<file path="config.mk">
export PLATFORM = sky130hd
export DESIGN_NAME = div_arbiter
export DESIGN_NICKNAME = d
export VERILOG_FILES = /design/src/rtl/div_arbiter.sv
export SDC_FILE = /design/constraint.sdc
export NUM_CORES = 1
export LEC_CHECK = 0
export ABC_AREA = 1
export BUFFER_PORTS_ARGS = -buffer_cell sky130_fd_sc_hd__buf_2
export CAP_MARGIN = 15
export CORE_MARGIN = 2
export CORE_UTILIZATION = 48
export CTS_CLUSTER_SIZE = 28
export DETAILED_ROUTE_END_ITERATION = 10
export PLACE_DENSITY = 0.87
export SETUP_SLACK_MARGIN = 0.02
export SLEW_MARGIN = 20
export SYNTH_ARGS = -nofsm -noshare
export SYNTH_HDL_FRONTEND = slang
export SYNTH_SLANG_ARGS = --single-unit
</file>
<file path="constraint.sdc">
create_clock -name clk -period 7.9 [get_ports clk]
set_clock_uncertainty 0.2 [all_clocks]
set_input_delay 0.395 -clock clk [delete_from_list [all_inputs] [get_ports clk]]
set_output_delay 0.395 -clock clk [all_outputs]
set_load 0.02 [all_outputs]
</file>
<file path="src/rtl/div_arbiter.sv">
// Round-robin front end that shares one pipelined divider among NUM_REQ requesters.
// A tag FIFO remembers who issued each in-flight op so in-order results go back to their owner.
module div_arbiter #(
   parameter int EXP_WIDTH  = 8,
   parameter int MANT_WIDTH = 7,
   parameter int NUM_REQ    = 4,
   parameter int MAX_OUT    = 4,
   localparam int WIDTH     = EXP_WIDTH + MANT_WIDTH,
   localparam int W         = WIDTH + 1,
   localparam int IDW       = $clog2(NUM_REQ),
   localparam int PW        = $clog2(MAX_OUT),
   localparam int CW        = PW + 1
) (
   input  logic                 clk,
   input  logic                 rst,
   input  logic [NUM_REQ-1:0]   req_valid,
   output logic [NUM_REQ-1:0]   req_ready,
   input  logic [NUM_REQ*W-1:0] req_op1,
   input  logic [NUM_REQ*W-1:0] req_op2,
   output logic [NUM_REQ-1:0]   resp_valid,
   input  logic [NUM_REQ-1:0]   resp_ready,
   output logic [W-1:0]         resp_result,
   output logic                 div_valid_in,
   input  logic                 div_ready_in,
   output logic [W-1:0]         div_op1,
   output logic [W-1:0]         div_op2,
   input  logic                 div_valid_out,
   output logic                 div_ready_out,
   input  logic [W-1:0]         div_result,
   input  logic                 flush,
   output logic                 flush_done,
   output logic                 busy,
   output logic                 err_orphan
);

   typedef enum logic [1:0] {ST_RUN, ST_DRAIN, ST_DONE} state_t;

   state_t           state_q;
   logic [IDW-1:0]   rr_ptr_q, rr_ptr_d;
   logic             lock_q, lock_d;
   logic [IDW-1:0]   lock_id_q, lock_id_d;
   logic [PW-1:0]    wr_ptr_q, rd_ptr_q;
   logic [CW-1:0]    cnt_q, cnt_d;
   logic             err_orphan_q;
   logic [IDW-1:0]   tag_q [MAX_OUT];

   logic [W-1:0]     op1_arr [NUM_REQ];
   logic [W-1:0]     op2_arr [NUM_REQ];
   logic             scan_found;
   logic [IDW-1:0]   scan_id;
   logic [IDW-1:0]   grant_id;
   logic             grant_req;
   logic             issue_en;
   logic             issue_fire;
   logic             fifo_nonempty;
   logic [IDW-1:0]   head_id;
   logic             pop_fire;

   for (genvar gi = 0; gi < NUM_REQ; gi++) begin : g_unpack
      assign op1_arr[gi] = req_op1[gi*W +: W];
      assign op2_arr[gi] = req_op2[gi*W +: W];
   end

   function automatic logic [IDW-1:0] rot_idx(input logic [IDW-1:0] base, input int off);
      int s;
      s = int'(base) + off;
      if (s >= NUM_REQ) s = s - NUM_REQ;
      return IDW'(s);
   endfunction

   // First valid requester at or after rr_ptr, wrapping modulo NUM_REQ.
   always_comb begin
      logic [IDW-1:0] idx;
      scan_found = 1'b0;
      scan_id    = '0;
      idx        = '0;
      for (int k = 0; k < NUM_REQ; k++) begin
         idx = rot_idx(rr_ptr_q, k);
         if (!scan_found && req_valid[idx]) begin
            scan_found = 1'b1;
            scan_id    = idx;
         end
      end
   end

   // A stalled offer keeps its grant so the divider sees stable operands.
   assign grant_id   = lock_q ? lock_id_q : scan_id;
   assign grant_req  = lock_q ? req_valid[lock_id_q] : scan_found;
   assign issue_en   = (state_q == ST_RUN) && (cnt_q != CW'(MAX_OUT));

   assign div_valid_in = issue_en & grant_req;
   assign div_op1      = op1_arr[grant_id];
   assign div_op2      = op2_arr[grant_id];
   assign issue_fire   = div_valid_in & div_ready_in;

   always_comb begin
      req_ready = '0;
      if (div_valid_in) req_ready[grant_id] = div_ready_in;
   end

   assign fifo_nonempty = (cnt_q != '0);
   assign head_id       = tag_q[rd_ptr_q];

   always_comb begin
      resp_valid = '0;
      if (fifo_nonempty) resp_valid[head_id] = div_valid_out;
   end

   assign resp_result   = div_result;
   assign div_ready_out = fifo_nonempty & resp_ready[head_id];
   assign pop_fire      = div_valid_out & div_ready_out;

   always_comb begin
      cnt_d = cnt_q;
      case ({issue_fire, pop_fire})
         2'b10:   cnt_d = cnt_q + CW'(1);
         2'b01:   cnt_d = cnt_q - CW'(1);
         default: cnt_d = cnt_q;
      endcase
   end

   always_comb begin
      rr_ptr_d = rr_ptr_q;
      if (issue_fire) rr_ptr_d = (grant_id == IDW'(NUM_REQ - 1)) ? '0 : grant_id + IDW'(1);
   end

   assign lock_d    = div_valid_in & ~div_ready_in;
   assign lock_id_d = grant_id;

   always_ff @(posedge clk or posedge rst) begin
      if (rst) begin
         state_q      <= ST_RUN;
         rr_ptr_q     <= '0;
         lock_q       <= 1'b0;
         lock_id_q    <= '0;
         wr_ptr_q     <= '0;
         rd_ptr_q     <= '0;
         cnt_q        <= '0;
         err_orphan_q <= 1'b0;
      end else begin
         rr_ptr_q  <= rr_ptr_d;
         lock_q    <= lock_d;
         lock_id_q <= lock_id_d;
         cnt_q     <= cnt_d;
         if (issue_fire) wr_ptr_q <= wr_ptr_q + PW'(1);
         if (pop_fire)   rd_ptr_q <= rd_ptr_q + PW'(1);
         if (div_valid_out && !fifo_nonempty) err_orphan_q <= 1'b1;
         case (state_q)
            ST_RUN:   if (flush) state_q <= ST_DRAIN;
            ST_DRAIN: if (cnt_d == '0) state_q <= ST_DONE;
            ST_DONE:  if (!flush) state_q <= ST_RUN;
            default:  state_q <= ST_RUN;
         endcase
      end
   end

   // Tag storage needs no reset: entries are only read while counted as valid.
   always_ff @(posedge clk) begin
      if (issue_fire) tag_q[wr_ptr_q] <= grant_id;
   end

   assign flush_done = (state_q == ST_DONE);
   assign busy       = fifo_nonempty;
   assign err_orphan = err_orphan_q;

endmodule
</file>
; ---- Word-level counts from Yosys, hierarchy flattened
; Memory sizes are Yosys's and may differ from the RTL's.
; Cells that the tools add are included.
; Widths: inputs -> output; s select.
[word_totals]
register_bits = 15
ramBits = 8
in_bits = 157
output_inout_bits = 61
elab_cells = 114
memories = 1
[memory_table]
columns = name, depth, word_bits, rd, rd_ports_with_merged_regs, write_ports, line_no
row1 = tag_q, 4, 2, 1, 0, 1, 45  ; logic [IDW-1:0] tag_q [MAX_OUT];
[classes]
addsub = 12
order_cmp = 14
eq_ne = 9
n_mux = 46
bitwise_logic = 9
reduce_logical = 15
[op_table]
columns = cell, count
row1 = $bmux 16 s2, 2
row2 = $mux 16, 4
row3 = $mux 2, 13
row4 = $lt 2x3->1 const B, 7
row5 = $mux 1, 15
row6 = $bmux 1 s2, 6
row7 = $ge 3x3->1 const B, 4
row8 = $and 4x4->4, 2
row9 = $mux 4, 2
row10 = $sub 2x1->2 const B, 4
row11 = $logic_and 1x1->1, 7
row12 = $add 2x1->2 const B, 3
row13 = $add 2x2->3 const B, 2
row14 = $eq 2x2->1 const B, 3
row15 = $ne 2x2->1 const B, 3
row16 = $pmux 2 s3, 1
row17 = $pmux 3 s2, 1
row18 = $and 1x1->1, 5
row19 = $demux 1 s2, 2
row20 = $eq 2x1->1 const B, 2
row21 = $ge 2x1->1 const B, 2
row22 = $logic_not 1->1, 4
row23 = $add 2x1->3 const B, 1
row24 = $add 3x1->3 const B, 1
row25 = 9 further kinds, 9

; ---- Depth between registers and ports, before layout
[depth]
word_depth = 22
depth_mapped = 21
ltp_nobuf = 20

; ---- Worst setup path before layout
; No wires, ideal clock.
[synth_path]
path_type = register to register
start = register rd_ptr_q[0]
end = register state_q[0]
setup_time_ns = 0.126
t_arrival_ns = 2.774
t_required_ns = 7.574
path_slack_ns = 4.800
path_stages_with_launch = 20
n_path_buf = 1
period_less_slack_ns = 3.100
cell_sequence = dfrtp_1 > buf_2 > inv_2 > nor2_1 > o21ai_1 > inv_1 > nor2_1 > o21ba_2 > nor2_1 > nand3_1 > inv_1 > ha_1 > inv_1 > fa_1 > or2_2 > nand3_1 > nand2_1 > a31o_2 > o211ai_1 > o21ai_0
[synth_via]
elab_chain_len = 10
word_cells_on_any_way = 11
classes_between = eq/ne: 3 / mux: 3 / bitwise: 2 / reduce/logical: 2 / memory: 1
[synth_rtl]
columns = element, line_no
row1 = "start, declared", 42  ; logic [PW-1:0] wr_ptr_q, rd_ptr_q;
row2 = "start signal, assigned", 146  ; if (pop_fire) rd_ptr_q <= rd_ptr_q + PW'(1);
row3 = $mem_v2 4x2 (*), --
row4 = $bmux 1 s2 (*), 110  ; assign div_ready_out = fifo_nonempty & resp_ready[head_id];
row5 = $mux 1 (implied by the code) (*), 110
row6 = $and 1x1->1 (*), 110
row7 = $and 1x1->1 (*), 111  ; assign pop_fire = div_valid_out & div_ready_out;
row8 = named net pop_fire, 57  ; logic pop_fire;
row9 = $eq 2x1->1 / $eq 2x2->1 (equally long branches), 115  ; case ({issue_fire, pop_fire})
row10 = $pmux 3 s2 (*), 115
row11 = $logic_not 3->1 (*), 150  ; ST_DRAIN: if (cnt_d == '0) state_q <= ST_DONE;
row12 = $ne 2x2->1 (no source line) (*), --
row13 = $reduce_and 3->1 (no source line) (*), --
row14 = "end signal, assigned", 150
row15 = "end signal, assigned", 151  ; ST_DONE: if (!flush) state_q <= ST_RUN;
row16 = "end signal, assigned", 152  ; default: state_q <= ST_RUN;
row17 = "end, declared", 38  ; state_t state_q;
; Mark *: on every way through the listed nets, which the timed path passes. The rest lies on a longest branch. The select of a mux whose other input is x is not followed.
; A chain may end at the register's enable or synchronous reset.

; ---- Worst setup path after layout
[layout_path]
start = register rr_ptr_q[0]
end = output port req_ready[3]
[layout_via]
elab_chain_len = 21
word_cells_on_any_way = 47
classes_between = add/sub: 7 / order compare: 6 / mux: 25 / bitwise: 2 / reduce/logical: 7
[layout_rtl]
columns = element, line_no
row1 = "start, declared", 39  ; logic [IDW-1:0] rr_ptr_q, rr_ptr_d;
row2 = "start signal, assigned", 141  ; rr_ptr_q <= rr_ptr_d;
row3 = branches (longest 20 deep; another with $add 2x1->3), --
row4 = $mux 4 (*), 98  ; if (div_valid_in) req_ready[grant_id] = div_ready_in;
row5 = "end, declared", 17  ; output logic [NUM_REQ-1:0] req_ready,
; Every way passes the cells marked *. The select of a mux whose other input is x is not followed.

==> results.py <==
metrics = {
    "placement": {
        "port-buffer-count": 185,
        "globalplace.congestion": 0.878,
        "hpwl_mm": 7.74,
    },
    "clock_network": {
        "numCtsBuffers": 3,
        "h-tree-depth": 1,
        "path_clk_slew_ns": 0.08,
        "cts_root_buf": "clkbuf_8",
        "clockBufferDepth": 2,
        "cts_setup_buffers": 0,
        "clock_sinks": 23,
        "cts_tree": "yes",
        "worstSkewPairLatency_ns": 0.26,
    },
    "logic_synthesis": {
        "netlist_top_cells_area": "nand3_1, inv_1, nand2_1",
        "yosys_register_bits": 23,
        "synth.distinct_cells": 33,
        "yosys_most_used_dff": "dfrtp_1",
        "syn_inst": 613,
        "netlist_area_sq_um": 3440,
        "ys_top_cells_by_count": "inv_1, nand2_1, nand3_1",
        "avgSynthCellArea_sq_um": 5.61,
        "synth_edf_count": 8,
        "synth_top_cell_area_share": 0.201,
        "synth_top_cell_by_area": "nand3_1",
        "synthArstFlopShare": 0.652,
        "ys.warnings.count": 0,
        "syn_nets": 780,
        "yosysSeqAreaShare": 0.179,
        "synth.most_common_cell": "inv_1",
    },
    "status": {
        "status": "completed",
    },
    "floorplan": {
        "die_x_um": 88.7,
        "io_pins": 218,
        "die_y_um": 88.7,
        "dieArea_sq_um": 7860,
        "floorplan.initialDensity": 0.501,
        "core_sq_um": 6870,
        "fp-row-count": 30,
    },
    "worst_setup_path": {
        "path_class": "register to output port",
        "start_kind": "register",
        "worst-r2r-cell-count": 13,
        "critPathArrivalTime_ns": 3.64,
        "endpoint_kind": "output port",
        "rrSetupSlack_ns": 4.26,
        "crit_path_max_fanout": 72,
        "required_ns": 7.30,
    },
    "grt": {
        "antenna_found_initial": 0,
        "grt_pass1_wl_mm": 15.0,
        "grt_overflow_total": 0,
        "grt_use_total": 0.233,
        "grt_pass1_vias": 3736,
        "grt_start_max_net_pins": 73,
    },
    "drt": {
        "drtIter0Drc": 160,
        "ant_nets": 0,
        "vias": 4138,
        "drc": 0,
        "dr.pass1.iters": 5,
        "vias_per_cell": 4.84,
        "drt-total-wl_mm": 9.78,
        "wl_per_cell_um": 11.4,
    },
    "timing": {
        "slew_headroom": 0.467,
        "setup_viol": 0,
        "fin_crit_ns": 4.23,
        "min_period_over_period": 0.536,
        "grt_setup_unrepaired": "false",
        "tightest_slew_ns": 0.797,
        "finalSetupTns_ns": 0,
        "clock.fmax_mhz": 236,
        "drv_slew": 0,
        "finalHoldViolations": 0,
    },
    "min_path": {
        "hold_path.class": "input pin to register",
        "holdPathStages": 2,
    },
    "flow_run": {
        "cap_violations": 0,
    },
    "layout": {
        "diodes": 0,
        "layout-drive-gt1-share": 0.294,
        "nets": 927,
        "fillers": 694,
        "syn2layout_area_growth_pct": 22.2,
    },
}
==> per-layer routing <==
layer  global-route usage  routed length (um)
met5                    0                   0
met4               0.0675                 178
met3               0.0252                 664
met2                0.453                5060
met1                0.266                3880
==> registers in the layout, summed over array words and instances (netlist names) <==
name	flops
tag_q	8
lock_q	1
lock_id_q	2
cnt_q	3
rr_ptr_q	2
err_orphan	1
wr_ptr_q	2
rd_ptr_q	2
state_q	2
==> placed cells by master (no fill, tap or decap) <==
cell type,instances
buf_4,1
nand3_2,3
nand3_1,138
or2_1,1
a31o_2,1
edfxtp_1,8
dlygate4sd3_1,1
clkbuf_1,1
fa_1,1
nor2_1,28
nor3_1,6
inv_1,160
xnor2_1,1
o211ai_1,2
nand2_2,17
nand2_1,148
dfrtp_1,15
o21ai_1,3
o21ai_0,5
ha_1,9
inv_2,7
buf_2,185
nor2_4,1
o21ba_2,1
or2_2,1
nand3_4,1
a21o_1,1
nand2_4,1
clkbuf_8,3
nand4_1,3
xor2_1,2
nor2_2,1
a21oi_1,3
==> area by class of cell <==
class                           instances  area (sq um)  area share
Inverter                              167           627       0.149
Timing Repair Buffer                  187           943       0.225
Sequential cell                        23           616       0.147
Clock buffer                            4          45.0      0.0107
Tap cell                               96           120      0.0286
Multi-Input combinational cell        378          1850       0.440
==> critical path, cell delays in order (launching register included) <==
cell     delay [ns]
dfrtp_1        0.56
inv_2          0.14
nand2_1        0.10
nand2_2        0.08
nand2_2        0.08
nand2_2        0.06
nor2_4         0.12
nand3_2        0.10
nand2_2        0.09
nand3_4        0.53
nand2_4        0.86
ha_1           0.27
inv_1          0.06
nor2_1         0.13
buf_2          0.19
==> path summary, 6_finish.rpt <==
path | end | startpoint
worst min-delay path | lock_q | div_ready_in
max in group asynchronous | wr_ptr_q[1] | rst
worst min register to register | err_orphan | err_orphan
worst max register to register | rr_ptr_q[1] | rr_ptr_q[0]
min in group asynchronous | state_q[1] | rst
worst max-delay path | req_ready[3] | rr_ptr_q[0]
==> logic make-up after synthesis <==
kind of cell | after synthesis | share of synthesized area
buffers and inverters | 212 | 0.284
AOI/OAI and AO/OA | 16 | 0.0280
and+or+nand+nor | 349 | 0.463
adders and majority gates | 10 | 0.0386
xor gates and xnor gates | 3 | 0.00764
DFF | 23 | 0.179
==> timing repair <==
item | CTS | global route
resized for setup | 0 | 0
hold endpoints to repair | 15 | 0
hold buffers | 1 | 0
==> through the flow <==
| step | std cells | setup slack [ns] | util | instance area, sq um | hold WS (ns) |
|---|---|---|---|---|---|
| final | 855 | 3.67 | 0.612 | 4200 | 0.157 |
| after global routing | 855 | 3.27 | 0.612 | 4200 | 0.173 |
| after CTS | 855 | 3.66 | 0.612 | 4200 | 0.164 |
| after detailed placement | 850 | 3.95 | 0.604 | 4150 | 0.265 |
| after global placement | 850 | 4.12 | 0.604 | 4150 | 0.240 |
| after floorplan | 613 | 4.80 | - | 3440 | 0.0965 |
Power is not shown: default switching activity piles up to over one toggle a cycle in this logic, so the estimate is an artifact.
